==> src/rtl/pe_tensor_ctrl_if.sv <==
// pe_tensor_ctrl_if: job, filter, ifmap and result handshake bundle of the tensor sequencer
interface pe_tensor_ctrl_if #(
    parameter int N     = 1,
    parameter int CNT_W = 16
);
    logic             start;
    logic [CNT_W-1:0] num_windows;
    logic             reuse_w;
    logic             busy;
    logic             done;
    logic             filt_valid;
    logic             filt_ready;
    logic             wb_write_en;
    logic             if_valid;
    logic             if_ready;
    logic [16*N-1:0]  psum_in;
    logic             out_valid;
    logic             out_ready;
    logic [16*N-1:0]  psum_out;
    logic [31:0]      stall_cnt;

    modport master (
        output start, num_windows, reuse_w, filt_valid, if_valid, psum_in, out_ready,
        input  busy, done, filt_ready, wb_write_en, if_ready, out_valid, psum_out, stall_cnt
    );

    modport slave (
        input  start, num_windows, reuse_w, filt_valid, if_valid, psum_in, out_ready,
        output busy, done, filt_ready, wb_write_en, if_ready, out_valid, psum_out, stall_cnt
    );
endinterface

==> src/rtl/pe_tensor_ctrl.sv <==
// pe_tensor_ctrl: weight-load / window-stream / psum-capture sequencer; PE_CTRL_PERF_CNT_EN enables the stall counter
module pe_tensor_ctrl #(
    parameter int N     = 1,
    parameter int CNT_W = 16
) (
    input logic             clk,
    input logic             rst,
    pe_tensor_ctrl_if.slave bus
);
    typedef enum logic [2:0] {IDLE, LOAD_W, STREAM, DRAIN, DONE} state_t;

    state_t           state_q, state_d;
    logic [CNT_W-1:0] n_win_q, n_win_d;
    logic [CNT_W-1:0] cnt_q, cnt_d;
    logic             w_loaded_q, w_loaded_d;
    logic             out_valid_q, out_valid_d;
    logic [16*N-1:0]  psum_q, psum_d;
    logic             accept;

    assign bus.busy        = state_q != IDLE;
    assign bus.done        = state_q == DONE;
    assign bus.filt_ready  = state_q == LOAD_W;
    assign bus.wb_write_en = state_q == LOAD_W && bus.filt_valid;
    assign bus.if_ready    = state_q == STREAM && (!out_valid_q || bus.out_ready);
    assign bus.out_valid   = out_valid_q;
    assign bus.psum_out    = psum_q;
    assign accept          = bus.if_valid && bus.if_ready;

    // next-state, window counting and output-slot update
    always_comb begin
        state_d     = state_q;
        n_win_d     = n_win_q;
        cnt_d       = cnt_q;
        w_loaded_d  = w_loaded_q;
        out_valid_d = out_valid_q;
        psum_d      = psum_q;
        if (out_valid_q && bus.out_ready) out_valid_d = 1'b0;
        if (accept) begin
            psum_d      = bus.psum_in;
            out_valid_d = 1'b1;
            cnt_d       = cnt_q + CNT_W'(1);
        end
        case (state_q)
            IDLE: if (bus.start) begin
                n_win_d = bus.num_windows;
                cnt_d   = '0;
                state_d = bus.num_windows == '0 ? DONE :
                          (bus.reuse_w && w_loaded_q) ? STREAM : LOAD_W;
            end
            LOAD_W: if (bus.filt_valid) begin
                w_loaded_d = 1'b1;
                state_d    = STREAM;
            end
            STREAM:  if (accept && cnt_q == n_win_q - CNT_W'(1)) state_d = DRAIN;
            DRAIN:   if (!out_valid_q || bus.out_ready) state_d = DONE;
            DONE:    state_d = IDLE;
            default: state_d = IDLE;
        endcase
    end

    // state and datapath registers
    always_ff @(posedge clk) begin
        if (!rst) begin
            state_q     <= IDLE;
            n_win_q     <= '0;
            cnt_q       <= '0;
            w_loaded_q  <= 1'b0;
            out_valid_q <= 1'b0;
            psum_q      <= '0;
        end else begin
            state_q     <= state_d;
            n_win_q     <= n_win_d;
            cnt_q       <= cnt_d;
            w_loaded_q  <= w_loaded_d;
            out_valid_q <= out_valid_d;
            psum_q      <= psum_d;
        end
    end

`ifdef PE_CTRL_PERF_CNT_EN
    logic [31:0] stall_q, stall_d;

    // count STREAM cycles without a window transfer, saturating, restarted per job
    always_comb begin
        stall_d = stall_q;
        if (state_q == IDLE && bus.start) stall_d = '0;
        else if (state_q == STREAM && !accept && stall_q != '1) stall_d = stall_q + 32'd1;
    end

    // stall counter register
    always_ff @(posedge clk) begin
        if (!rst) stall_q <= '0;
        else stall_q <= stall_d;
    end

    assign bus.stall_cnt = stall_q;
`else
    assign bus.stall_cnt = '0;
`endif
endmodule

==> src/flat_wrapper.sv <==
// flat-port wrapper written by rule: the top's interface ports become plain ports
module pe_tensor_ctrl_flat 
#(
    parameter int N     = 1,
    parameter int CNT_W = 16
)
  (clk, rst, bus_start, bus_num_windows, bus_reuse_w, bus_filt_valid, bus_if_valid, bus_psum_in, bus_out_ready, bus_busy, bus_done, bus_filt_ready, bus_wb_write_en, bus_if_ready, bus_out_valid, bus_psum_out, bus_stall_cnt);
  pe_tensor_ctrl_if #(.N(N), .CNT_W(CNT_W)) bus_i ();
  input logic clk;
  input logic rst;
  input wire logic [$bits(bus_i.start)-1:0] bus_start;
  input wire logic [$bits(bus_i.num_windows)-1:0] bus_num_windows;
  input wire logic [$bits(bus_i.reuse_w)-1:0] bus_reuse_w;
  input wire logic [$bits(bus_i.filt_valid)-1:0] bus_filt_valid;
  input wire logic [$bits(bus_i.if_valid)-1:0] bus_if_valid;
  input wire logic [$bits(bus_i.psum_in)-1:0] bus_psum_in;
  input wire logic [$bits(bus_i.out_ready)-1:0] bus_out_ready;
  output wire logic [$bits(bus_i.busy)-1:0] bus_busy;
  output wire logic [$bits(bus_i.done)-1:0] bus_done;
  output wire logic [$bits(bus_i.filt_ready)-1:0] bus_filt_ready;
  output wire logic [$bits(bus_i.wb_write_en)-1:0] bus_wb_write_en;
  output wire logic [$bits(bus_i.if_ready)-1:0] bus_if_ready;
  output wire logic [$bits(bus_i.out_valid)-1:0] bus_out_valid;
  output wire logic [$bits(bus_i.psum_out)-1:0] bus_psum_out;
  output wire logic [$bits(bus_i.stall_cnt)-1:0] bus_stall_cnt;
  assign bus_i.start = bus_start;
  assign bus_i.num_windows = bus_num_windows;
  assign bus_i.reuse_w = bus_reuse_w;
  assign bus_i.filt_valid = bus_filt_valid;
  assign bus_i.if_valid = bus_if_valid;
  assign bus_i.psum_in = bus_psum_in;
  assign bus_i.out_ready = bus_out_ready;
  assign bus_busy = bus_i.busy;
  assign bus_done = bus_i.done;
  assign bus_filt_ready = bus_i.filt_ready;
  assign bus_wb_write_en = bus_i.wb_write_en;
  assign bus_if_ready = bus_i.if_ready;
  assign bus_out_valid = bus_i.out_valid;
  assign bus_psum_out = bus_i.psum_out;
  assign bus_stall_cnt = bus_i.stall_cnt;
  pe_tensor_ctrl #(.N(N), .CNT_W(CNT_W)) u_core (.clk(clk), .rst(rst), .bus(bus_i));
endmodule
==> config.mk <==
export PLATFORM = sky130hd
export DESIGN_NAME = pe_tensor_ctrl_flat
export DESIGN_NICKNAME = d
export VERILOG_FILES = /design/src/rtl/pe_tensor_ctrl_if.sv /design/src/rtl/pe_tensor_ctrl.sv /design/src/flat_wrapper.sv
export SDC_FILE = /design/constraint.sdc
export NUM_CORES = 1
export LEC_CHECK = 0
export CAP_MARGIN = 20
export CELL_PAD_IN_SITES_DETAIL_PLACEMENT = 0
export CELL_PAD_IN_SITES_GLOBAL_PLACEMENT = 1
export CORE_MARGIN = 8
export CORE_UTILIZATION = 30
export CTS_CLUSTER_SIZE = 40
export DETAILED_ROUTE_END_ITERATION = 10
export GPL_ROUTABILITY_DRIVEN = 0
export PLACE_DENSITY = 0.83
export SKIP_CTS_REPAIR_TIMING = 1
export SYNTH_ARGS = -nofsm -noshare
export SYNTH_HDL_FRONTEND = slang
export SYNTH_SLANG_ARGS = --single-unit
==> constraint.sdc <==
create_clock -name clk -period 2 [get_ports clk]
set_clock_uncertainty 0.1 [all_clocks]
set_input_delay 0.4 -clock clk [delete_from_list [all_inputs] [get_ports clk]]
set_output_delay 0.4 -clock clk [all_outputs]
set_load 0.1 [all_outputs]
==> results of run 1 <==
==> final cells by class <==
type	count	share of cell area
inverter	6	0.00545
clock inverter	2	0.00242
tap	133	0.0403
multi-input combinational	286	0.434
timing repair buffer	105	0.239
sequential	53	0.260
clock buffer	6	0.0176
==> layer usage <==
| metal | routed length (µm) | up-vias |
|---|---|---|
| met5 | 0 | - |
| met4 | 68 | 0 |
| met3 | 715 | 7 |
| met2 | 3430 | 68 |
| met1 | 2980 | 1187 |
| li1 | - | 1328 |
==> sequential cells by signal (all words and copies together), names as in the netlist <==
signal and flops:
u_core.state_q 3, u_core.w_loaded_q 1, u_core.n_win_q 16, u_core.cnt_q 16, u_core.bus.out_valid 1, u_core.bus.psum_out 16
==> critical path, stage by stage (launching register included) <==
cell,delay (ps)
dfxtp_4,370
nor4_4,360
nand3_2,150
xnor2_2,190
o2111ai_1,140
or4_4,530
o41ai_2,270
==> worst min-delay path by stage <==
stage | from | to | cells past startpoint
floorplan | u_core.n_win_q[15] | u_core.n_win_q[15] | 2
global placement | u_core.bus.psum_out[13] | u_core.bus.psum_out[13] | 2
detailed placement | u_core.bus.psum_out[13] | u_core.bus.psum_out[13] | 2
CTS | u_core.bus.psum_out[13] | u_core.bus.psum_out[13] | 2
global route | u_core.bus.psum_out[11] | u_core.bus.psum_out[11] | 2
finish | u_core.bus.psum_out[13] | u_core.bus.psum_out[13] | 2
==> per-stage QoR <==
step,TNS (ps),util
after floorplan,-5090,-
final,-208,0.429
after CTS,-487,0.415
after detailed placement,-6380,0.407
after global routing,-525,0.429
after global placement,-5220,0.407
==> power groups by stage <==
| stage | combinational (W) | clock [W] | sequential (W) |
|---|---|---|---|
| 6_report | 0.00126 | 0.000594 | 0.00116 |
| 4_1_cts | 0.00120 | 0.000624 | 0.00116 |
| 3_5_place_dp | 0.00120 | 0 | 0.00119 |
| 3_3_place_gp | 0.00119 | 0 | 0.00118 |
| 2_1_floorplan | 0.000824 | 0 | 0.00126 |
| 5_1_grt | 0.00133 | 0.000667 | 0.00117 |
==> cells by family after synthesis <==
kind of cell,Yosys count,share of synthesized area
XOR/XNOR,39,0.117
AND/OR/NAND/NOR,158,0.255
AO/OA/AOI/OAI,55,0.143
adder cells (fa/ha/maj),2,0.00854
buffers and inverters,54,0.114
flip-flops,53,0.362
other,1,0.00128
==> layout by cell type, fill, tap and decap left out, drive strengths merged, types with 8 or more instances in the layout <==
cell type,count
clkdlybuf4s50,37
conb,32
nor2,30
buf,67
nor4,8
nand2,78
a21boi,33
dfxtp,53
xor2,21
xnor2,18
nand3,8
==> results.txt, run 1 <==
The largest buffer count on any clock path came out at 2. The share of synthesized area occupied by flip-flops and latches came out at 0.362. The final reports fail on setup timing.

The chip height came out at 115 µm. The remaining number of nets flagged by the antenna check after routing came out at 0. The number of top-level design ports came out at 93.

The fraction of power consumed by combinational cells is 0.417. The overall routing resource usage is 0.110. The data arrival time of the critical path came out at 2310 ps. After detailed routing, the average wire length per cell comes to 12.2 µm. The peak fanout along the critical path is 4. Yosys mapped the design onto 44 distinct sky130hd cell types. The switching share of power came out at 0.400. Yosys instantiated no cell more often than nand2_1. The number of synthesized flops with an enable pin is 0. The number of global-route vias before repair came to 2579.

The cell area that synthesis handed to floorplanning was 2930 µm². The initial antenna violation count came out at 0. The fraction of registers with async set or reset after synthesis came out at 0. The antenna diode instance count is 0. The switching component of the power came out at 0.00121 W. The synthesis-to-finish area growth is 41.0%. The final clock period utilization by the worst path is 1.10.

For the worst flop-to-flop path, the logic depth is 6. Across all hold checks on the routed design, the worst slack comes to 361 ps. The total of max-cap violations came out at 0. The flow ran to the end, but the final reports show violations. Detailed placement finished with a half-perimeter wire length of 5.73 mm. The clock slew seen by the registers of the worst setup and hold paths came out at 100 ps. Of the total power, registers draw 0.386. The terminus of the critical flop-to-flop path is u_core.state_q[0]. The critical path in this run is classified as flip-flop to flip-flop. Across all setup checks in the final design, the least slack found is -195 ps.

The final number of setup-violating endpoints came out at 2. The number of CTS-inserted buffers is 5. The count of buffers added on input and output ports is 60.

The clock period minus final worst setup slack is 2190 ps. The warning count from the yosys run came out at 0. TritonCTS built the clock tree. Setup repair after global routing could not meet its margin everywhere.

The total die area came out at 13200 µm². The final number of max-transition violations came out at 0. In the global route stage, met1 resource usage came out at 0.127. The die extent in x is 115 µm. After detailed routing, the number of remaining DRC violations is 0. The first-pass detailed-route iteration total came out at 4. The total non-filler cell area in the finished layout came out at 4130 µm². The layout filler cell count came out at 961. The met3 global-route usage is 0.0478. The synthesized netlist cell count came out at 362.

In this run, placement finished with an instance count of 581. The ratio of cells with drive above 1 in the final layout is 0.238. The most used flip-flop cell after synthesis is dfxtp_1. For this block, the routed nets add up to 7.20 mm of wire. The combined area of the multi-input logic cells is 1800 µm². The first-pass GRT wire length came out at 11.8 mm. The maximum number of pins on one net before global-route repair came out at 36. The area of the placeable core came out at 9640 µm². Of all cell types, the one taking the most synthesized area is dfxtp_1. The residual overflow from global routing came out at 0. The number of sinks handled by clock tree synthesis came out at 53. The standard-cell row count is 36.

The average instance area after synthesis came out at 8.09 µm². The power density over the cells is 729 nW/µm². The clock tree root driver cell is clkbuf_8.

The H-tree generated during clock tree synthesis spans 2 levels. The met2 routing resource usage after global routing is 0.181. The static power due to leakage came out at 1.67 nW. Yosys attributes the largest share of cell area to dfxtp_1 (36%), nand2_1 (10%), buf_4 (8.5%).

The number of cells in the finished layout apart from fillers is 591. The share of total power dissipated in the clock network is 0.197. The area share of the largest cell type after synthesis came out at 0.362. The internal portion of total power is 0.00181 W. Static timing analysis puts the maximum clock frequency at 456 MHz.

The iteration-0 DRC count of the detailed router came out at 58. For this configuration, the core starts out at a cell density of 0.304. The register-to-register path setup slack is -190 ps. Ranked by instance count, the synthesized netlist is headed by nand2_1 (78), dfxtp_1 (53), buf_4 (33). The class of the worst hold path is flip-flop to flip-flop. The area after detailed placement is 3920 µm². The routed layout has 2590 vias. STA puts the critical path data required time at 2120 ps.

The register cell area after layout came out at 1080 µm². The launching element of the worst setup path is u_core.n_win_q[1]. The worst setup path is launched from a flip-flop. The vias per cell is 4.38.

STA classifies the critical path endpoint as a flip-flop. The number of failing hold endpoints at the final stage came to 0. The synthesis-stage register bit count came out at 53. The worst-case vdd ir drop came out at 351 µV. The worst setup slack before clock tree synthesis came out at -365 ps. The final total power came out at 0.00301 W. The busiest layer in global routing is met2. Clock latency on the worst-skew pair, taken at its later pin, is 300 ps. The timing endpoint of the critical path is u_core.state_q[0]. The startpoint identified for the worst register-to-register timing path is u_core.n_win_q[1]. The final net count came out at 498.
No activity file was read; power rests on OpenSTA's default activity.
==> run 2: changes to the inputs <==
==> constraint.sdc (replaced) <==
create_clock -name clk -period 2 [get_ports clk]
set_clock_uncertainty 0.1 [all_clocks]
set_input_delay 0.4 -clock clk [delete_from_list [all_inputs] [get_ports clk]]
set_output_delay 0.4 -clock clk [all_outputs]
set_load 0.01 [all_outputs]
==> results.txt, run 2 (synthesis gave the netlist of run 1 again) <==
The first routing iteration left 53 violations. The largest buffer count on any clock path is 2. For the worst setup path, the data required time is 2110 ps. Setup repair after global routing could not meet its margin everywhere. The starting density of the core is 0.304. Of the total power, the clock network draws 0.261. The register-to-register path setup slack is -120 ps. The final reports fail on setup timing. Max-cap violations in this run came to 0. The number of failing hold endpoints at the final stage came out at 0. The count of input and output buffers came out at 60. The power density over the cells came out at 642 nW/µm².

The clock period minus final worst setup slack came out at 2120 ps. The overall routing resource usage came out at 0.110. The class of the worst hold path is flip-flop to flip-flop. The final net count came out at 508. The static power due to leakage is 1.74 nW. The area of the placeable core came out at 9640 µm². The initial antenna violation count was 0. CTS placed an instance of clkbuf_8 at the clock tree root. The vias per cell is 4.35.

Summed over all layers, the global routing overflow is 0. The post-detailed-route DRC marker count came out at 0. The via count of the routed design came out at 2608.

The first-pass detailed-route iteration total is 5. The number of CTS-inserted buffers is 5. The HPWL after detailed placement is 5.87 mm. The clock slew seen by the registers of the worst setup and hold paths came out at 90 ps.

The type of destination of the critical path is a flip-flop. The run finished, with violations left. The data arrival time of the critical path came out at 2230 ps.

During I/O placement, the number of pins put on the boundary was 93. The antenna diode instance count came out at 0. The count of cells in the finished layout, fillers not included, comes to 600. The kind of launch point of the worst setup path is a flip-flop. The TritonCTS clock tree is built. The initialized floorplan defines 36 standard-cell rows.

The total die area is 13200 µm². The startpoint-to-endpoint class of the critical path is flip-flop to flip-flop. The combined buffer and inverter count along the critical path came out at 0. Counting every sink on the clock net gives 53. Entering global routing, the biggest net connects 36 pins. The floorplan step set the die height to 115 µm. The clock latency at the later pin of the worst-skew pair is 290 ps. The final clock period utilization by the worst path is 1.06. The delay contributed by the slowest stage of the critical path came out at 430 ps. The fraction of power consumed by combinational cells came out at 0.305. The ratio of cells with drive above 1 in the final layout is 0.199. Traced cell by cell, the critical path runs through nor4_4 > and4_4 > nand3_1 > xnor2_1 > or4_4 > o41ai_2.

The worst setup slack before clock tree synthesis came out at -403 ps. The total detailed-routing wirelength is 7.41 mm. The CTS H-tree depth came out at 2. Final hold analysis gives a worst-case slack of 370 ps. The layout filler cell count came out at 989. The final worst-path setup slack is -124 ps. The internal portion of total power came out at 0.00191 W. The mean routed wirelength per cell is 12.3 µm. The share of total power dissipated in sequential elements is 0.435. The setup total negative slack came out at -216 ps. The worst-case vdd ir drop is 314 µV.

The number of placed instances with taps included came out at 589. Leaving out fill and tap cells, the most frequent cell in the layout is nand2_1. Broken down by cell family, the worst path's largest delay share belongs to simple AND/OR/NAND/NOR gates. The first global-routing pass estimated 12.0 mm of wire. The switching share of power came out at 0.289. Leaving out fill and tap cells, the most frequent cells in the layout are nand2_1 (77), clkdlybuf4s50_1 (55), buf_4 (54).

The area after detailed placement is 3900 µm². Relative to the synthesized area, the layout overhead comes to 42.5%. The die extent in x came out at 115 µm. The peak fanout along the critical path is 5. The switching component of the power is 0.000776 W.

The total non-filler cell area in the finished layout is 4180 µm². The number of global-route vias before repair came out at 2604. The maximum clock frequency is 471 MHz. The final number of max-transition violations came out at 0. The count of nets left with antenna violations once routing finished came out at 0. For this design, the slowest cell found on the critical path is or4_4. Setup violations remaining at the end of the flow were counted as 2.
-- run 2: final timing paths --
path | from | to | cells past startpoint
hold reg to reg | u_core.bus.psum_out[8] | u_core.bus.psum_out[8] | 2
setup reg to reg | u_core.n_win_q[1] | u_core.state_q[0] | 6
hold / removal | u_core.bus.psum_out[8] | u_core.bus.psum_out[8] | 2
setup / recovery | u_core.n_win_q[1] | u_core.state_q[0] | 6
-- run 2: cell type report --
class	count	area, µm²	share of cell area
Multi-Input combinational cell	286	1780	0.426
Sequential cell	53	1070	0.256
Timing Repair Buffer	115	1030	0.247
Tap cell	133	166	0.0398
Clock buffer	5	68.8	0.0165
Clock inverter	2	35.0	0.00839
Inverter	6	25.0	0.00599
-- run 2: power by group through the flow --
stage          Clock, W  Combinational (W)  Sequential [W]
6_report       0.000699           0.000817         0.00117
5_1_grt        0.000777           0.000894         0.00117
4_1_cts        0.000739           0.000749         0.00116
3_5_place_dp          0           0.000744         0.00119
3_3_place_gp          0           0.000733         0.00118
2_1_floorplan         0           0.000468         0.00118
-- run 2: routing by layer --
| metal | vias to the layer above | share of wire | global-route usage | wire length, µm |
|---|---|---|---|---|
| met4 | 0 | 0.0032 | 0.0184 | 24 |
| met2 | 60 | 0.48 | 0.183 | 3540 |
| li1 | 1346 | - | - | - |
| met1 | 1200 | 0.43 | 0.131 | 3180 |
| met5 | - | 0 | 0 | 0 |
| met3 | 2 | 0.089 | 0.0452 | 662 |
-- run 2: per-stage QoR --
stage | total power (W) | util
floorplan | 0.00165 | -
global placement | 0.00192 | 0.404
detailed placement | 0.00193 | 0.404
CTS | 0.00265 | 0.415
global route | 0.00285 | 0.433
finish | 0.00268 | 0.433
-- run 2: worst register-to-register path, cell delays in order (launching register included) --
cell	delay, ps
dfxtp_4	380
nor4_4	360
and4_4	320
nand3_1	90
xnor2_1	190
or4_4	430
o41ai_2	180
==> run 3: changes to the inputs <==
--- a/config.mk
+++ b/config.mk
@@ -9,11 +9,12 @@
 export CELL_PAD_IN_SITES_DETAIL_PLACEMENT = 0
 export CELL_PAD_IN_SITES_GLOBAL_PLACEMENT = 1
 export CORE_MARGIN = 8
-export CORE_UTILIZATION = 30
+export CORE_UTILIZATION = 41
 export CTS_CLUSTER_SIZE = 40
 export DETAILED_ROUTE_END_ITERATION = 10
+export DONT_BUFFER_PORTS = 1
 export GPL_ROUTABILITY_DRIVEN = 0
-export PLACE_DENSITY = 0.83
+export PLACE_DENSITY = 0.82
 export SKIP_CTS_REPAIR_TIMING = 1
 export SYNTH_ARGS = -nofsm -noshare
 export SYNTH_HDL_FRONTEND = slang
==> results.txt, run 3 (synthesis gave the netlist of run 1 again) <==
The terminus of the critical flop-to-flop path is u_core.state_q[0]. The vias per cell is 4.81. The end point of the most critical hold path is u_core.bus.psum_out[5]. The starting density of the core came out at 0.413. The chip height came out at 101 µm. The die extent in x came out at 101 µm.

The sum of met3 wire segment lengths after detailed routing came out at 574 µm. The first-pass detailed-route iteration total came out at 4. The worst hold path belongs to the class primary input to flip-flop. The final number of max-transition violations came to 0. The startpoint identified for the worst hold timing path is bus_psum_in[5].

Counting along the longest clock path gives a buffer depth of 2. The flow ran to the end, but the final reports show violations. The delay contributed by the slowest stage of the critical path is 550 ps.

Dividing the detail-routed wire length by the instance count gives 13.6 µm. Leaving out fill and tap cells, the most frequent cells in the layout are nand2_1 (78), dfxtp_1 (51), a21boi_0 (32), conb_1 (32), nor2_1 (30). The signal on the critical path passes through inv_2 > ha_4 > xnor2_2 > and2_1 > o21ai_1 > o2111ai_1 > or4_4 > o41ai_2. The area of the placeable core is 7100 µm². The total length of routed met2 wires came out at 3.15 mm. The HPWL after detailed placement came out at 5.10 mm. The worst-case vdd ir drop is 338 µV.

TritonCTS built the clock tree. The total of max-cap violations is 0. The register-to-register path setup slack is -150 ps. The critical path is of the flip-flop to flip-flop type. The clock period minus final worst setup slack came out at 2150 ps. The met1 wire length is 2.72 mm. The final clock period utilization by the worst path is 1.08.

The clock slew seen by the registers of the worst setup and hold paths is 100 ps. The final net count is 421. The number of failing hold endpoints at the final stage is 0. The via count of the routed design is 2308. The total overflow left after global routing is 0. The final worst-path setup slack came out at -154 ps.

Setup repair after global routing could not meet its margin everywhere. The total die area came out at 10100 µm². For this design, the slowest cell found on the critical path is or4_4.

The standard-cell row count came out at 31. After routing, the total negative slack on setup checks comes to -154 ps. The number of sinks handled by clock tree synthesis came out at 53. The maximum number of pins on one net before global-route repair came out at 37. Data on the critical path is required at its endpoint by 2120 ps. The synthesis-to-finish area growth is 9.99%. The highest metal layer carrying signal wires in the routed design is met4. The later pin in the worst-skew pair is clocked with a latency of 320 ps. The library cell used most frequently in the layout, excluding fill and tap cells, is nand2_1.

The clock tree synthesis step divided the H-tree into 2 levels. The number of antenna diodes in the final layout is 0. The data arrival time of the critical path came out at 2280 ps. The number of global-route vias before repair came to 2328. Setup violations remaining at the end of the flow were counted as 1. The total non-filler cell area in the finished layout is 3220 µm². The design draws 0.00236 W. The number of CTS-inserted buffers is 5. CTS placed an instance of clkbuf_8 at the clock tree root. The worst hold path was traced through 2 stages. The post-detailed-route DRC marker count is 0.

Wires add up to 6.54 mm. The first-pass GRT wire length is 10.6 mm. The maximum clock frequency is 464 MHz.

The worst register-to-register path begins at u_core.n_win_q[1]. The iteration-0 DRC count of the detailed router is 95. Timing analysis after detailed placement gives a worst setup slack of -156 ps. During placement, the flow inserted port buffers numbering 0. The final reports fail on setup timing.

The remaining number of nets flagged by the antenna check after routing is 0. The number of top-level design ports came out at 93. The ratio of cells with drive above 1 in the final layout is 0.142.

STA classifies the critical path startpoint as a flip-flop. In this run the worst path has a maximum fanout of 4. For this run, the total global-route usage over all layers was measured as 0.131. The area after detailed placement is 3080 µm². The number of cells traversed by the worst register-to-register path came out at 8.

The share of the core filled with cells is 0.454. The type of destination of the critical path is a flip-flop. The power density over the cells came out at 733 nW/µm². The initial antenna violation count is 0. The static power due to leakage came out at 1.26 nW.
## run 3: cell count changes in the layout (fill, tap and decap cells not counted), moves of 2 or more
cell / delta
dfxtp_2: -2
nor4_1: +2
clkbuf_1: +2
dlymetal6s2s_1: -5
clkdlybuf4s50_1: -55
buf_4: -26
dfxtp_1: +2
## run 3: how the worst max path moves through the flow
stage,from,to,slack (ps),depth (start not counted)
after floorplan,u_core.n_win_q[0],u_core.state_q[0],20,8
after global placement,u_core.n_win_q[0],u_core.state_q[0],-40,8
after detailed placement,u_core.n_win_q[0],u_core.state_q[0],-160,8
after CTS,u_core.n_win_q[0],u_core.state_q[0],-180,8
after global routing,u_core.n_win_q[0],u_core.state_q[0],-250,6
final,u_core.n_win_q[1],u_core.state_q[0],-150,8
## run 3: stage by stage
stage,std cells,hold WS (ps)
2_1_floorplan,393,347
3_3_place_gp,472,374
3_5_place_dp,472,386
4_1_cts,480,97.7
5_1_grt,480,94.0
6_report,480,113
## run 3: critical path, delay by kind of cell (launching register included)
kind / cells / cell delay (ps)
buf+inv: 1 / 50
compound gates: 3 / 540
xor+xnor: 1 / 120
simple gates: 2 / 710
flops: 1 / 380
fa+ha+maj: 1 / 170
## run 3: per-layer routing
metal / up-vias / GRT usage
li1: 1179 / -
met1: 1058 / 0.142
met2: 59 / 0.217
met3: 12 / 0.0608
met4: 0 / 0.0488
met5: - / 0
## run 3: final cells by class
cell class / count / area (µm²)
multi-input combinational: 286 / 1710
inverter: 6 / 22.5
clock buffer: 7 / 76.3
timing repair buffer: 28 / 210
tap: 99 / 124
sequential: 53 / 1070
clock inverter: 1 / 7.51
fill: 726 / 3870
## run 3: power by group
group,internal (W),switching (W)
clock,0.000249,0.000363
sequential,0.00111,0.0000640
combinational,0.000272,0.000308
